<file path="src/rtl/mem_stage_multicycle.sv">
// MEM stage with a multi-cycle data memory: loads/stores freeze upstream for
// LATENCY cycles, then present one result for a single cycle toward MEM/WB.
// Ports:
//   clk, rst                      clock, sync active-high reset
//   wb_en_in/mem_r_en_in/_w_en_in enables from EX/MEM
//   alu_result, rm_val, dest_in   address/ALU value, store data, dest reg
//   wb_en/mem_r_en/mem_w_en       enables gated by freeze
//   alu_result_out, dest          pass-through
//   data_memory_out, addr_err     registered load data / range error
//   freeze                        combinational stall request upstream
module mem_stage_multicycle #(
  parameter int DATA_W    = 32,
  parameter int ADDR_W    = 32,
  parameter int DEPTH     = 64,
  parameter int LATENCY   = 4,
  parameter int BASE_ADDR = 1024
) (
  input  logic              clk,
  input  logic              rst,
  input  logic              wb_en_in,
  input  logic              mem_r_en_in,
  input  logic              mem_w_en_in,
  input  logic [ADDR_W-1:0] alu_result,
  input  logic [DATA_W-1:0] rm_val,
  input  logic [3:0]        dest_in,
  output logic              wb_en,
  output logic              mem_r_en,
  output logic              mem_w_en,
  output logic [ADDR_W-1:0] alu_result_out,
  output logic [DATA_W-1:0] data_memory_out,
  output logic [3:0]        dest,
  output logic              freeze,
  output logic              addr_err
);

  localparam int OFF = $clog2(DATA_W / 8);
  localparam int CW  = $clog2(LATENCY + 1);
  localparam int IW  = (DEPTH > 1) ? $clog2(DEPTH) : 1;

  typedef enum logic [1:0] {
    IDLE,
    BUSY,
    DONE
  } state_t;

  state_t            state_q, state_d;
  logic [CW-1:0]     cnt_q, cnt_d;
  logic [DATA_W-1:0] mem [DEPTH];
  logic [DATA_W-1:0] data_q;
  logic              err_q;

  logic              req;
  logic              commit;
  logic              in_rng;
  logic [ADDR_W-1:0] off_addr;
  logic [ADDR_W-1:0] widx;
  logic [IW-1:0]     idx;

  assign off_addr = alu_result - ADDR_W'(BASE_ADDR);
  assign widx     = off_addr >> OFF;
  assign idx      = widx[IW-1:0];
  assign in_rng   = (alu_result >= ADDR_W'(BASE_ADDR))
                 && (widx < ADDR_W'(DEPTH));

  assign req    = mem_r_en_in | mem_w_en_in;
  assign freeze = ((state_q == IDLE) && req)
               || (state_q == BUSY);

  // The access commits on the edge that enters DONE.
  assign commit = ((state_q == IDLE) && req && (LATENCY == 1))
               || ((state_q == BUSY) && (cnt_q == CW'(1)));

  assign wb_en           = wb_en_in & ~freeze;
  assign mem_r_en        = mem_r_en_in & ~freeze;
  assign mem_w_en        = mem_w_en_in & ~freeze;
  assign alu_result_out  = alu_result;
  assign dest            = dest_in;
  assign data_memory_out = data_q;
  assign addr_err        = err_q;

  always_comb begin
    state_d = state_q;
    cnt_d   = cnt_q;
    unique case (state_q)
      IDLE: begin
        if (req) begin
          cnt_d   = CW'(LATENCY - 1);
          state_d = (LATENCY == 1) ? DONE : BUSY;
        end
      end
      BUSY: begin
        cnt_d = cnt_q - 1'b1;
        if (cnt_q == CW'(1)) state_d = DONE;
      end
      DONE:    state_d = IDLE;
      default: state_d = IDLE;
    endcase
  end

  // Memory is written only outside reset, so a reset mid-access drops it.
  always_ff @(posedge clk) begin
    if (rst) begin
      state_q <= IDLE;
      cnt_q   <= '0;
      data_q  <= '0;
      err_q   <= 1'b0;
    end else begin
      state_q <= state_d;
      cnt_q   <= cnt_d;
      if (commit) begin
        err_q <= ~in_rng;
        // Store wins when both enables are set.
        if (mem_w_en_in) begin
          if (in_rng) mem[idx] <= rm_val;
        end else begin
          data_q <= in_rng ? mem[idx] : '0;
        end
      end
    end
  end

endmodule

</file>
<file path="config.mk">
export PLATFORM = sky130hd
export DESIGN_NAME = mem_stage_multicycle
export DESIGN_NICKNAME = d
export VERILOG_FILES = /design/src/rtl/mem_stage_multicycle.sv
export SDC_FILE = /design/constraint.sdc
export NUM_CORES = 2
export LEC_CHECK = 0
export CAP_MARGIN = 20
export CORE_MARGIN = 3
export CORE_UTILIZATION = 25
export DETAILED_ROUTE_END_ITERATION = 10
export PLACE_DENSITY = 0.45
export SETUP_SLACK_MARGIN = 0.05
export SLEW_MARGIN = 20
export SYNTH_ARGS = -nofsm -noshare
export SYNTH_HDL_FRONTEND = slang
export SYNTH_SLANG_ARGS = --single-unit
export TNS_END_PERCENT = 50
</file>
<file path="constraint.sdc">
create_clock -name clk -period 6 [get_ports clk]
set_input_delay 1.5 -clock clk [delete_from_list [all_inputs] [get_ports clk]]
set_output_delay 1.5 -clock clk [all_outputs]
set_load 0.01 [all_outputs]
</file>
-- Yosys cells after proc, flatten, opt, wreduce, memory -nomap -nowiden
Memories as Yosys holds them, arrays and structs flattened.
Index checks and enable logic that the tools add are counted.
- $add $sub $neg: 2
- multiply operators: 0
- divide/modulo/power cells: 0
- $lt $le $gt $ge: 2
- equal/unequal tests: 4
- shifts and indexed selects: 0
- mux-type cells: 11
- bitwise operators: 7
- reductions and logical operators: 9
- operator list (cell ; count):
    greater-or-equal comparator 32 x 11 -> 1 bit (second input constant) ; 1
    2-to-1 mux 32 bit ; 1
    subtractor 32 x 11 -> 32 bit (second input constant) ; 1
    less-than comparator 30 x 7 -> 1 bit (second input constant) ; 1
    one-hot mux 3 bit (2 select lines) ; 1
    AND reduction 2 bit ; 3
    2-to-1 mux 1 bit ; 5
    2-to-1 mux 2 bit ; 2
    one-hot mux 2 bit (2 select lines) ; 1
    AND 1 bit ; 3
    equality test 3 x 1 -> 1 bit (second input constant) ; 1
    logical AND 1 bit ; 3
    2-to-1 mux 3 bit ; 1
    inverter 1 bit ; 3
    subtractor 3 x 1 -> 3 bit (second input constant) ; 1
    equality test 2 x 1 -> 1 bit (second input constant) ; 1
    logical NOT 2 bit ; 1
    != test 2 x 1 -> 1 bit (second input constant) ; 1
    != test 2 bit (second input constant) ; 1
    nonzero test 2 bit ; 1
    logical OR 1 bit ; 1
    OR 1 bit ; 1
- register bits: 38
- latch bits: 0
- RAM bits: 2048
- bits in read-only memories: 0
- output and inout bits: 73
- memories kept: 1
- memory list (name ; words ; width ; read ports ; clocked after Yosys merged registers in ; write ports ; RTL line ; source):
    mem ; 64 ; 32 ; 1 ; 0 ; 1 ; 48 ; logic [DATA_W-1:0] mem [DEPTH];

-- Longest topological paths before layout
- depth in word-level cells: 8
- gate-level depth with buffers: 11
- gate-level depth less buffers: 8

-- Least setup slack after synthesis
No wires, ideal clock.
- kind: input to register
- from: in alu_result[12]
- to: mem mem[47][0], enable pin
- data arrival time: 4278 ps
- required time: 5579 ps
- setup slack: 1300 ps
- cell stages on the path: 7
- buffers on the path: 1
- cells stage by stage: nor4b_1 -> nand4_1 -> nor3_1 -> and3_1 -> clkbuf_1 -> nand3_1 -> nor2_1
- word-level cells in the longest chain between the ends: 8
- elaborated cells on any way between the ends: 9
- ends and longest elaborated chain (what ; RTL line ; source):
    from (decl) ; 23 ; input logic [ADDR_W-1:0] alu_result,
    subtractor 32 x 11 -> 32 bit ; 59 ; assign off_addr = alu_result - ADDR_W'(BASE_ADDR);
    less-than comparator 30 x 7 -> 1 bit ; 63 ; && (widx < ADDR_W'(DEPTH));
    logical AND 1 bit (*) ; 63 ;
    2-to-1 mux 1 bit (*) ; 114 ; if (in_rng) mem[idx] <= rm_val;
    2-to-1 mux 1 bit (*) ; 113 ; if (mem_w_en_in) begin
    2-to-1 mux 1 bit (*) ; 110 ; if (commit) begin
    2-to-1 mux 1 bit (*) ; 102 ; if (rst) begin
    2-to-1 mux 1 bit (not written as such) (*) ; 114 ;
    to (decl) ; 48 ;
Mark *: on every way between the ends. The rest lies on a longest branch, timed or not.

-- Final worst setup path
- from: in alu_result[6]
- to: out alu_result_out[6]
- RTL lines (what ; RTL line ; source):
    to (decl) ; 29 ; output logic [ADDR_W-1:0] alu_result_out,
No word-level cell between the ends.

==> results.toml <==
[run_status]
status = "complete, no violations"

[grt]
grt_pass1_wl_um = 410000
grt_pass1_vias = 45180
overflow = 0
grt_start_max_net_pins = 97
antenna_found_initial = 34
grtUsageTotal = 0.179

[route]
dr.pass1.iters = 6
drt_iter0_drc = 6498
wl_um = 304000
vias = 46654
detail-route-antenna-nets = 0
wl_per_cell_um = 33.1
via_per_inst = 5.09
drc = 0

[critical_path]
crit_start = "alu_result[6]"
start_kind = "input pin"
critical_path_class = "input pin to output pin"
cp_common_cell = "clkdlybuf4s50_1"
cpMaxStageDelayCell = "clkdlybuf4s50_1"
worstSetupEndpointType = "output pin"
crit_buf_inv = 2
critPathTopFamily = "buffers and inverters"
rr_startpoint = "cnt_q[1]"
worstPathArrival_ns = 3.12
critical_path_peak_fanout = 12
required_ns = 4.50
cp_cell_sequence = "clkdlybuf4s50_1, clkdlybuf4s50_1"
cp_slowest_stage_delay_ns = 0.94

[cells_and_area]
fillers = 31608
final_nets = 4761
syn2layout_area_growth_pct = 18.7
layout_commonest_cell = "edfxtp_1"
layout-drive-gt1-share = 0.224
final_cell_mix = "edfxtp_1 (2,048), buf_4 (261), o22ai_1 (247)"

[floorplanning]
core-area_sq_um = 321000
die_h_um = 574
die_w_um = 574
placementRows = 208
dieArea_sq_um = 330000
start_util = 0.251
ioPinCount = 146

[sta]
period_needed_ns = 4.62
setup_tns_ns = 0
holdWs_ns = 0.491
max_freq_mhz = 217
grt_setup_unrepaired = "false"
worst-slew-pin-transition_ns = 1.32
relSlewSlack = 0.106
setup_viol = 0
hold_viol_final = 0
slew_viol_final = 0
finClkSkew_ns = 0.0532
fin_crit_sh = 0.770

[clock_tree]
cts_hold_buf = 0
cts_max_level = 4
clk_latency_ns = 0.90
clk_pin_slew_ns = 0.06
cts_tree = "built"
post_cts_resized = 0
cts_setup_buffers = 0
cts_buffers = 222
cts_root_buf = "clkbuf_16"
cts_buffer_depth = 4
cts_sinks = 2086

[logic_synthesis]
synth_area_per_cell_sq_um = 18.5
netlist_instances = 4360
synth_fp_nets = 4435
synth_area_sq_um = 80700
synth_edf_count = 2048
synth_seq_cells = 2086
synth_seq_area_share = 0.771
async_reset_ff_frac = 0
yosysWarnings = 0
synth_flop_cell = "edfxtp_1"
yosysUniqueCellTypes = 77

[hold_path]
min-delay-start = "addr_err"
hold_class = "flop to flop"

[power]
power_mw = 31.4
worst_ir_drop_vdd_mv = 0.235
pwr-share-comb = 0.062
p_int_mw = 24.2
power.share.clock = 0.429
pwr_density_cell_nw_per_um2 = 328
power_switching_share = 0.228
cellLeakagePower_nw = 29.7
switchingPower_mw = 7.17
pwr-share-seq = 0.509

[placement]
dp_hpwl_um = 191000
numPortBuffers = 133
place_congestion = 0.872

[flow_run]
drv_cap = 0
Yosys cell counts, drive strengths merged (7+ instances only):
| master | n | area [sq um] |
|---|---|---|
| dfxtp | 38 | 761 |
| o21a | 8 | 60.1 |
| nand3 | 27 | 135 |
| o21ai | 98 | 490 |
| mux4 | 141 | 3210 |
| nand2 | 169 | 649 |
| or3 | 7 | 43.8 |
| o221ai | 194 | 1700 |
| a2bb2oi | 38 | 333 |
| a21oi | 103 | 515 |
| edfxtp | 2048 | 61500 |
| a22oi | 45 | 338 |
| a211o | 11 | 96.3 |
| o211ai | 8 | 60.1 |
| mux2 | 213 | 2400 |
| buf | 261 | 1900 |
| a22o | 22 | 193 |
| nor2b | 20 | 125 |
| inv | 16 | 60.1 |
| o31ai | 24 | 185 |
| and2 | 9 | 56.3 |
| o22a | 14 | 123 |
| a222oi | 13 | 130 |
| clkbuf | 70 | 277 |
| o22ai | 247 | 1550 |
| nor2 | 155 | 582 |
| a221o | 17 | 170 |
| nand2b | 10 | 62.6 |
| a211oi | 20 | 150 |
| a221oi | 33 | 289 |
| mux2i | 188 | 1880 |
| a31oi | 8 | 50.1 |
| nor3 | 14 | 75.1 |
area by class of cell:
cell class                      count  area (sq um)  area share
Antenna cell                       15          37.5    0.000392
Clock buffer                      269          5860      0.0611
Clock inverter                    123          1100      0.0114
Inverter                           16          70.1    0.000731
Multi-Input combinational cell   1925         16800       0.176
Sequential cell                  2086         62300       0.650
Tap cell                         4305          5390      0.0562
Timing Repair Buffer              435          4290      0.0448
power groups by stage:
stage	combinational [mW]	sequential [mW]	clock [mW]
6_report	1.95	16.0	13.5
5_1_grt	2.00	16.0	14.3
4_1_cts	1.94	16.0	13.7
3_5_place_dp	1.94	16.3	0
3_3_place_gp	1.94	16.3	0
2_1_floorplan	0.815	16.3	0
path summary, 6_finish.rpt:
check | endpoint | slack [ns] | depth (start not counted)
max reg2reg | data_memory_out[9] | 2.69 | 9
max | alu_result_out[6] | 1.38 | 2
min | addr_err | 0.49 | 2
min reg2reg | addr_err | 0.49 | 2
state kept, by name, summed over array words and instances (netlist names):
name,cells
addr_err,1
cnt_q,3
data_memory_out,32
mem,2048
state_q,2
through the flow:
step	area (sq um)	utilization	setup WS [ns]	std cells
2_1_floorplan	80700	-	1.30	4360
3_3_place_gp	88800	0.277	0.537	8766
3_5_place_dp	88800	0.277	0.566	8767
4_1_cts	95800	0.298	1.34	9159
5_1_grt	95800	0.298	1.31	9160
6_report	95800	0.298	1.38	9174
metal layers:
| metal | wire, um | global-route usage |
|---|---|---|
| met5 | 41 | 0 |
| met4 | 8290 | 0.0462 |
| met3 | 26900 | 0.0377 |
| met2 | 138000 | 0.277 |
| met1 | 130000 | 0.254 |
kinds of logic (layout without fill, tap and decap cells):
logic type / Yosys count / after routing / share of synthesized area
flip-flops: 2086 / 2086 / 0.771
AO/OA/AOI/OAI: 943 / 943 / 0.0841
multiplexers: 542 / 542 / 0.0928
AND/OR/NAND/NOR: 437 / 437 / 0.0236
buffers and inverters: 349 / 843 / 0.0279
adder cells (fa/ha/maj): 2 / 2 / 0.000310
XOR/XNOR: 1 / 1 / 0.000108
other: 0 / 15 / 0
Power figures use the tool's default switching activity.
